### config.mk
export PLATFORM = sky130hd
export DESIGN_NAME = uart_tx_fifo
export DESIGN_NICKNAME = d
export VERILOG_FILES = /design/src/rtl/uart_tx_fifo_pkg.sv /design/src/rtl/byte_fifo.sv /design/src/rtl/uart_tx_fifo.sv
export SDC_FILE = /design/constraint.sdc
export NUM_CORES = 1
export LEC_CHECK = 0
export CAP_MARGIN = 20
export CORE_MARGIN = 8
export CORE_UTILIZATION = 59
export DETAILED_ROUTE_END_ITERATION = 7
export HOLD_SLACK_MARGIN = 0.08
export PLACE_DENSITY = 0.8
export SLEW_MARGIN = 5
export SYNTH_ARGS = -nofsm -noshare
export SYNTH_HDL_FRONTEND = slang
export SYNTH_HIERARCHICAL = 1
export SYNTH_SLANG_ARGS = --single-unit
export TNS_END_PERCENT = 100
### constraint.sdc
create_clock -name clk -period 3.5 [get_ports clk]
set_clock_uncertainty 0.1 [all_clocks]
set_input_delay 0.7 -clock clk [delete_from_list [all_inputs] [get_ports clk]]
set_output_delay 0.7 -clock clk [all_outputs]
set_load 0.02 [all_outputs]
### src/rtl/uart_tx_fifo_pkg.sv
// ---------------------------------------------------------------------------
// uart_tx_fifo_pkg : shared FSM encoding and divisor constants for uart_tx_fifo
// Revision: 1.0
// ---------------------------------------------------------------------------
`default_nettype none

package uart_tx_fifo_pkg;

   typedef enum logic [1:0] {
      ST_IDLE  = 2'd0,
      ST_START = 2'd1,
      ST_DATA  = 2'd2,
      ST_STOP  = 2'd3
   } tx_state_e;

   localparam int MIN_DIV     = 2;
   localparam int DEFAULT_DIV = 217;

endpackage

`default_nettype wire

### src/rtl/byte_fifo.sv
// ---------------------------------------------------------------------------
// byte_fifo : synchronous byte FIFO, power-of-two depth, level/full/empty flags
// Revision: 1.0
// ---------------------------------------------------------------------------
`default_nettype none

module byte_fifo #(
   parameter int DEPTH = 4
) (
   input  logic                     clk,
   input  logic                     rst,
   input  logic                     push_i,
   input  logic [7:0]               wr_data_i,
   input  logic                     pop_i,
   output logic [7:0]               rd_data_o,
   output logic                     full_o,
   output logic                     empty_o,
   output logic [$clog2(DEPTH):0]   level_o
);

   localparam int AW    = $clog2(DEPTH);
   localparam int LVL_W = AW + 1;

   logic [7:0]       mem_q [DEPTH];
   logic [AW-1:0]    wr_ptr_q;
   logic [AW-1:0]    rd_ptr_q;
   logic [LVL_W-1:0] level_q;
   logic             do_push;
   logic             do_pop;

   // Flags come from the registered level only, so a pop never frees a slot early.
   assign full_o    = (level_q == LVL_W'(DEPTH));
   assign empty_o   = (level_q == '0);
   assign level_o   = level_q;
   assign rd_data_o = mem_q[rd_ptr_q];
   assign do_push   = push_i && !full_o;
   assign do_pop    = pop_i && !empty_o;

   always_ff @(posedge clk) begin
      if (do_push) begin
         mem_q[wr_ptr_q] <= wr_data_i;
      end
   end

   always_ff @(posedge clk or posedge rst) begin
      if (rst) begin
         wr_ptr_q <= '0;
         rd_ptr_q <= '0;
         level_q  <= '0;
      end else begin
         if (do_push) wr_ptr_q <= wr_ptr_q + AW'(1);
         if (do_pop)  rd_ptr_q <= rd_ptr_q + AW'(1);
         case ({do_push, do_pop})
            2'b10:   level_q <= level_q + LVL_W'(1);
            2'b01:   level_q <= level_q - LVL_W'(1);
            default: level_q <= level_q;
         endcase
      end
   end

endmodule

`default_nettype wire

### src/rtl/uart_tx_fifo.sv
// ---------------------------------------------------------------------------
// uart_tx_fifo : 8N1 UART transmitter fed by a byte FIFO, runtime baud divisor
// Revision: 1.0
// ---------------------------------------------------------------------------
`default_nettype none

module uart_tx_fifo
   import uart_tx_fifo_pkg::*;
#(
   parameter int DIV_W      = 12,
   parameter int FIFO_DEPTH = 4
) (
   input  logic                          clk,
   input  logic                          rst,
   input  logic                          wr_valid,
   input  logic [7:0]                    wr_data,
   output logic                          wr_ready,
   input  logic [DIV_W-1:0]              baud_div,
   output logic                          txd,
   output logic                          busy,
   output logic [$clog2(FIFO_DEPTH):0]   fifo_level
);

   tx_state_e        state_q, state_d;
   logic [DIV_W-1:0] cnt_q, cnt_d;
   logic [DIV_W-1:0] div_q, div_d;
   logic [7:0]       shift_q, shift_d;
   logic [2:0]       bit_q, bit_d;
   logic             txd_q, txd_d;

   logic             fifo_pop;
   logic             fifo_full;
   logic             fifo_empty;
   logic [7:0]       fifo_rd_data;
   logic [DIV_W-1:0] div_eff;
   logic             bit_end;

   byte_fifo #(
      .DEPTH (FIFO_DEPTH)
   ) u_fifo (
      .clk       (clk),
      .rst       (rst),
      .push_i    (wr_valid),
      .wr_data_i (wr_data),
      .pop_i     (fifo_pop),
      .rd_data_o (fifo_rd_data),
      .full_o    (fifo_full),
      .empty_o   (fifo_empty),
      .level_o   (fifo_level)
   );

   assign wr_ready = !fifo_full;
   assign busy     = (state_q != ST_IDLE) || !fifo_empty;
   assign txd      = txd_q;
   assign div_eff  = (baud_div < DIV_W'(MIN_DIV)) ? DIV_W'(MIN_DIV) : baud_div;
   assign bit_end  = (cnt_q == DIV_W'(1));

   always_comb begin
      state_d  = state_q;
      cnt_d    = cnt_q;
      div_d    = div_q;
      shift_d  = shift_q;
      bit_d    = bit_q;
      txd_d    = txd_q;
      fifo_pop = 1'b0;
      case (state_q)
         ST_IDLE: begin
            txd_d = 1'b1;
            if (!fifo_empty) begin
               fifo_pop = 1'b1;
               shift_d  = fifo_rd_data;
               div_d    = div_eff;
               cnt_d    = div_eff;
               txd_d    = 1'b0;
               state_d  = ST_START;
            end
         end
         ST_START: begin
            if (bit_end) begin
               cnt_d   = div_q;
               bit_d   = 3'd0;
               txd_d   = shift_q[0];
               state_d = ST_DATA;
            end else begin
               cnt_d = cnt_q - DIV_W'(1);
            end
         end
         ST_DATA: begin
            if (bit_end) begin
               cnt_d = div_q;
               if (bit_q == 3'd7) begin
                  txd_d   = 1'b1;
                  state_d = ST_STOP;
               end else begin
                  shift_d = {1'b0, shift_q[7:1]};
                  txd_d   = shift_q[1];
                  bit_d   = bit_q + 3'd1;
               end
            end else begin
               cnt_d = cnt_q - DIV_W'(1);
            end
         end
         ST_STOP: begin
            if (bit_end) begin
               // Chain straight into the next start bit when more data is queued.
               if (!fifo_empty) begin
                  fifo_pop = 1'b1;
                  shift_d  = fifo_rd_data;
                  div_d    = div_eff;
                  cnt_d    = div_eff;
                  txd_d    = 1'b0;
                  state_d  = ST_START;
               end else begin
                  txd_d   = 1'b1;
                  state_d = ST_IDLE;
               end
            end else begin
               cnt_d = cnt_q - DIV_W'(1);
            end
         end
         default: begin
            txd_d   = 1'b1;
            state_d = ST_IDLE;
         end
      endcase
   end

   always_ff @(posedge clk or posedge rst) begin
      if (rst) begin
         state_q <= ST_IDLE;
         cnt_q   <= DIV_W'(MIN_DIV);
         div_q   <= DIV_W'(MIN_DIV);
         shift_q <= '0;
         bit_q   <= '0;
         txd_q   <= 1'b1;
      end else begin
         state_q <= state_d;
         cnt_q   <= cnt_d;
         div_q   <= div_d;
         shift_q <= shift_d;
         bit_q   <= bit_d;
         txd_q   <= txd_d;
      end
   end

endmodule

`default_nettype wire
# Word-level counts from Yosys, hierarchy flattened
# Memories as Yosys holds them, arrays and structs flattened.
# Index checks and enable logic that the tools add are counted.
[word_totals] elab_cells=85 out_inout_bits=6 mem_bits_rw=32 in_bits=23 register_bits=45 n_memories=1
[classes] addsub=6 order_cmp=1 n_reduce_logical=18 muxes=36 n_eq_ne=14
[mem_list] memory="u_fifo.mem_q" depth=4 width=8 rd=1 rd_ports_with_merged_regs=0 wr=1 line="byte_fifo.sv:24" source="logic [7:0] mem_q [DEPTH];"
[op_table] op="two-way mux 12 bit" n=6
[op_table] op="one-hot mux 12 bit (3 select lines)" n=1
[op_table] op="two-way mux 8 bit" n=4
[op_table] op="one-hot mux 12 bit (2 select lines)" n=1
[op_table] op="one-hot mux 8 bit (3 select lines)" n=1
[op_table] op="equality test 12 x 1 -> 1 bit, second input constant" n=1
[op_table] op="< comparator 12 x 2 -> 1 bit, second input constant" n=1
[op_table] op="!= test 2 bit, second input constant" n=6
[op_table] op="one-hot mux 3 bit (2 select lines)" n=2
[op_table] op="subtractor 12 x 1 -> 12 bit, second input constant" n=1
[op_table] op="two-way mux 1 bit" n=10
[op_table] op="two-way mux 2 bit" n=5
[op_table] op="two-way mux 3 bit" n=3
[op_table] op="one-hot mux 2 bit (4 select lines)" n=1
[op_table] op="AND reduction 4 bit" n=2
[op_table] op="nonzero test 2 bit" n=4
[op_table] op="adder 3 x 1 -> 3 bit, second input constant" n=2
[op_table] op="equality test 2 bit, second input constant" n=3
[op_table] op="equality test 3 bit, second input constant" n=2
[op_table] op="AND reduction 5 bit" n=1
[op_table] op="adder 2 x 1 -> 2 bit, second input constant" n=2
[op_table] op="equality test 2 x 1 -> 1 bit, second input constant" n=2
[op_table] op="one-hot mux 1 bit (4 select lines)" n=1
[op_table] op="logical NOT 3 bit" n=1
[op_table] op="10 further kinds" n=12

# Longest topological paths before layout
[depth] depth_word=7 ltp_mapped=14 ltp_nobuf=13

# By module
# Netlist, hierarchy kept.
[by_module_without_submodules] module="uart_tx_fifo" area_per_inst_um2=2366.0 instances=1 seq_area_each_um2=954.7 cells_each=222
[by_module_without_submodules] module="byte_fifo" area_per_inst_um2=1596.5 instances=1 seq_area_each_um2=1136.1 cells_each=80

# Worst setup path before layout
# OpenSTA, ideal clock, no wires.
[synth_timing] path_type="reg-to-reg" from="register cnt_q[1]" to="register u_fifo.level_q[2], in the netlist u_fifo/level_o[2]" required_ps=3320 setup_ps=80 t_arrival_ps=2790 path_stages_with_launch=15 path_buffers=1 slack_ps=531 synth_period_minus_slack_ps=2969 cell_sequence="dfstp_2 -> inv_1 -> ha_1 -> or4b_1 -> buf_2 -> nor3_4 -> a21oi_1 -> nor3_1 -> o31a_2 -> ha_1 -> inv_1 -> fa_1 -> xor2_1 -> nor2_1 -> xor2_1"
[synth_via] elab_chain_cells=6 elab_cells_between_ends=8 cone_classes="eq/ne: 3; mux: 3; reduce/logical: 2"
[synth_lines] element="start: declaration" line="uart_tx_fifo.sv:25" source="logic [DIV_W-1:0] cnt_q, cnt_d;"
[synth_lines] element="start signal: assignment" line="uart_tx_fifo.sv:131" source="cnt_q <= DIV_W'(MIN_DIV);"
[synth_lines] element="start signal: assignment" line="uart_tx_fifo.sv:138" source="cnt_q <= cnt_d;"
[synth_lines] element="equality test 12 x 1 -> 1 bit *" line="uart_tx_fifo.sv:56" source="assign bit_end = (cnt_q == DIV_W'(1));"
[synth_lines] element="two-way mux 1 bit *" line="uart_tx_fifo.sv:104" source="if (bit_end) begin"
[synth_lines] element="one-hot mux 1 bit (2 select lines) *" line="uart_tx_fifo.sv:66" source="case (state_q)"
[synth_lines] element="net fifo_pop" line="uart_tx_fifo.sv:31" source="logic fifo_pop;"
[synth_lines] element="logical AND 1 bit *" line="byte_fifo.sv:37" source="assign do_pop = pop_i && !empty_o;"
[synth_lines] element="net u_fifo.do_pop" line="byte_fifo.sv:29" source="logic do_pop;"
[synth_lines] element="equality test 2 x 1 -> 1 bit or equality test 2 bit (tied branches)" line="byte_fifo.sv:53" source="case ({do_push, do_pop})"
[synth_lines] element="one-hot mux 3 bit (2 select lines) or nonzero test 2 bit (tied branches)"
[synth_lines] element="end signal: assignment" line="byte_fifo.sv:54" source="2'b10: level_q <= level_q + LVL_W'(1);"
[synth_lines] element="end signal: assignment" line="byte_fifo.sv:55" source="2'b01: level_q <= level_q - LVL_W'(1);"
[synth_lines] element="end signal: assignment" line="byte_fifo.sv:56" source="default: level_q <= level_q;"
[synth_lines] element="end: declaration" line="byte_fifo.sv:27" source="logic [LVL_W-1:0] level_q;"
# Mark *: on every way through the listed nets, which the timed path passes. The rest lies on a longest branch.
# A chain may end at the register's enable or synchronous reset.

# Final worst setup path
# Ends and elaborated chain as after synthesis.

==> results.yml <==
global_route:
  grt_max_degree: 39
  grt_pass1_vias: 2612
  antenna_found_initial: 0
  grt_pass1_wl_um: 13000
  grt.overflow.total: 0
  grt_usage: 0.171
timing:
  setup_viol: 0
  fmax_mhz: 301
  hold_violations: 0
  setup_slack_ns: 0.180
  tightestPinTransition_ns: 0.900
  max_slew_margin: 0.400
  slew_violations: 0
  fin_crit_sh: 0.949
  setup_tns_ns: 0
  fin_crit_ns: 3.32
floorplan:
  initial_utilization: 0.596
  fp.dieW_um: 98.0
  core.rowCount: 30
  die-area_um2: 9590
  coreArea_um2: 6640
  io_pins: 29
  die_h_um: 98.0
pwr:
  pwr-share-clk: 0.153
  power.density_nw_per_um2: 939
  switching_power_mw: 1.64
  intPower_mw: 2.58
  swShare: 0.389
  power.share.combinational: 0.473
  power_mw: 4.22
  p_leak_nw: 1.78
  peakVddDrop_mv: 0.524
  p_seq_frac: 0.375
synthesis:
  synth_area_leaders: "dfrtp_1, edfxtp_1, mux4_2"
  synth.distinct_cells: 58
  synth-edff-count: 32
  synth_ff_type: "dfrtp_1"
  netlist_area_um2: 3960
  synth_top_area_cell: "dfrtp_1"
  yosys_warnings: 6
  ys_seq_area_frac: 0.528
  ys_seq_elements: 77
  syn_inst: 302
  yosys-top-cells-count: "dfrtp_1, edfxtp_1, inv_1"
  synth.top_cell.area_share: 0.265
  synth_async_sr_flop_share: 0.584
  yosysMostFrequentCell: "dfrtp_1"
  syn-mean-instance-area_um2: 13.1
  synth_fp_nets: 340
route:
  num_vias: 2491
  first_pass_iters: 4
  drcViolationCount: 0
  final_antenna_net_count: 0
  routed_wl_um: 7740
  routedWlPerCell_um: 18.7
  vias_per_cell: 6.02
  drt_iter0_drc: 188
worst_setup_path:
  cp_max_fo: 6
  slowest_delay_ns: 0.54
  critPathSlowestCell: "or4b_4"
  cp-end-kind: "register"
  ff2ff_setup_slack_ns: 0.18
  crit_family: "simple AND/OR/NAND/NOR gates"
  crit_path_start_kind: "register"
  critical_path_class: "register to register"
  worstPathArrival_ns: 3.50
  crit_buf_inv: 2
  path_cells: "inv_1 -> ha_1 -> or4b_4 -> nor3_4 -> a21oi_1 -> nor3_1 -> o31a_2 -> ha_1 -> inv_1 -> fa_1 -> xor2_1 -> nor2_1 -> xor2_1"
  cp.required_ns: 3.68
finish:
  final_nets: 367
  antenna_cells: 0
  area_growth_pct: 13.5
  drive_gt1_frac: 0.204
  final_cell_area_um2: 4500
  postLayoutCoreUtil: 0.677
clock_network:
  cts_sinks: 77
  htreeDepth: 3
  clock_latency_ns: 0.36
  ctsLongestPathBuffers: 2
  path_clk_slew_ns: 0.09
  root_buffer: "clkbuf_8"
  cts_inserted_buffers: 9
  cts_tree: "built"
place:
  hpwl_um: 5410
  place_congestion: 0.891
  portBuffers: 28
  place_ws_ns: 0.131
  dpl_cell_area_um2: 4290
worst_hold_path:
  holdCritPathClass: "register to register"
flow_run:
  drv_cap: 0
outcome:
  outcome: "complete, no violations"
registers in the layout (all words and copies together), names as in the netlist:
name and cells:
bit_q 3, div_q 12, u_fifo/level_o 3, cnt_q 12, shift_q 8, state_q 2, u_fifo/mem_q 32, u_fifo/wr_ptr_q 2
u_fifo/rd_ptr_q 2, txd 1
what timing repair did:
item,CTS,global route
endpoints found under the setup margin,0,1
gates resized for setup,0,1
setup buffers,0,1
hold buffers,0,0
layer usage:
layer / track usage / wire length, µm / share of wire / up-vias
li1: - / - / - / 1183
met1: 0.226 / 3560 / 0.46 / 1224
met2: 0.257 / 3670 / 0.47 / 75
met3: 0.0477 / 402 / 0.052 / 9
met4: 0.0719 / 106 / 0.014 / 0
met5: 0 / 0 / 0 / -
metrics by stage:
step	instances	hold slack, ns
floorplan	302	0.350
global placement	397	0.361
detailed placement	397	0.375
CTS	413	0.397
global route	414	0.419
finish	414	0.391
placed cells by master, fill, tap and decap left out, types with 4 or more instances in the layout:
cell type,synthesis,final
dfrtp_1,42,42
edfxtp_1,32,32
clkdlybuf4s50_1,0,28
inv_1,21,21
nor2_1,15,15
mux2i_1,15,15
nand2_1,14,14
ha_1,14,14
mux2_4,10,10
mux2_2,10,10
clkbuf_8,0,9
mux2_1,8,8
mux4_2,8,8
nor4_1,7,7
o221ai_1,7,7
xnor2_1,7,7
a21oi_1,5,5
xor2_1,5,5
nor3_1,5,4
o31ai_1,4,4
o32ai_1,4,4
inv_6,0,4
buf_4,1,4
and2_2,4,4
power groups by stage:
stage	clock, mW	combinational [mW]	sequential [mW]
final	0.644	2.00	1.58
after global routing	0.695	2.20	1.63
after CTS	0.657	2.00	1.58
after detailed placement	0	1.97	1.60
after global placement	0	1.94	1.58
after floorplan	0	1.66	1.48
worst reg2reg max path: cells and delay by family, from the launching register on:
family                     cells  cell delay [ns]
buffers and inverters          2             0.16
adders and majority gates      3             0.76
xor gates and xnor gates       2             0.30
and+or+nand+nor                4             1.21
AOI/OAI and AO/OA              2             0.36
DFF                            1             0.38
worst paths after layout:
kind | end | from | depth (start not counted)
hold / removal | shift_q[4] | shift_q[4] | 1
setup reg to reg | u_fifo/level_o[2] | cnt_q[1] | 13
hold reg to reg | shift_q[4] | shift_q[4] | 1
min in group asynchronous | u_fifo/wr_ptr_q[1] | rst | 2
setup / recovery | u_fifo/level_o[2] | cnt_q[1] | 13
max in group asynchronous | txd | rst | 3
kinds of logic (layout without fill, tap and decap cells):
| kind of cell | after synthesis | after routing | synth area share |
|---|---|---|---|
| buf+inv | 37 | 69 | 0.0392 |
| simple gates | 66 | 66 | 0.0982 |
| fa+ha+maj | 15 | 15 | 0.0493 |
| compound gates | 44 | 44 | 0.0868 |
| flops | 77 | 77 | 0.528 |
| xor+xnor | 12 | 12 | 0.0265 |
| mux | 51 | 51 | 0.172 |
final cells by class:
| cell class | instances | area, µm² |
|---|---|---|
| Inverter | 21 | 78.8 |
| Tap cell | 80 | 100 |
| Sequential cell | 77 | 2090 |
| Multi-Input combinational cell | 188 | 1730 |
| Fill cell | 476 | 2150 |
| Clock inverter | 7 | 66.3 |
| Clock buffer | 9 | 124 |
| Timing Repair Buffer | 32 | 310 |
Power figures use the tool's default switching activity.
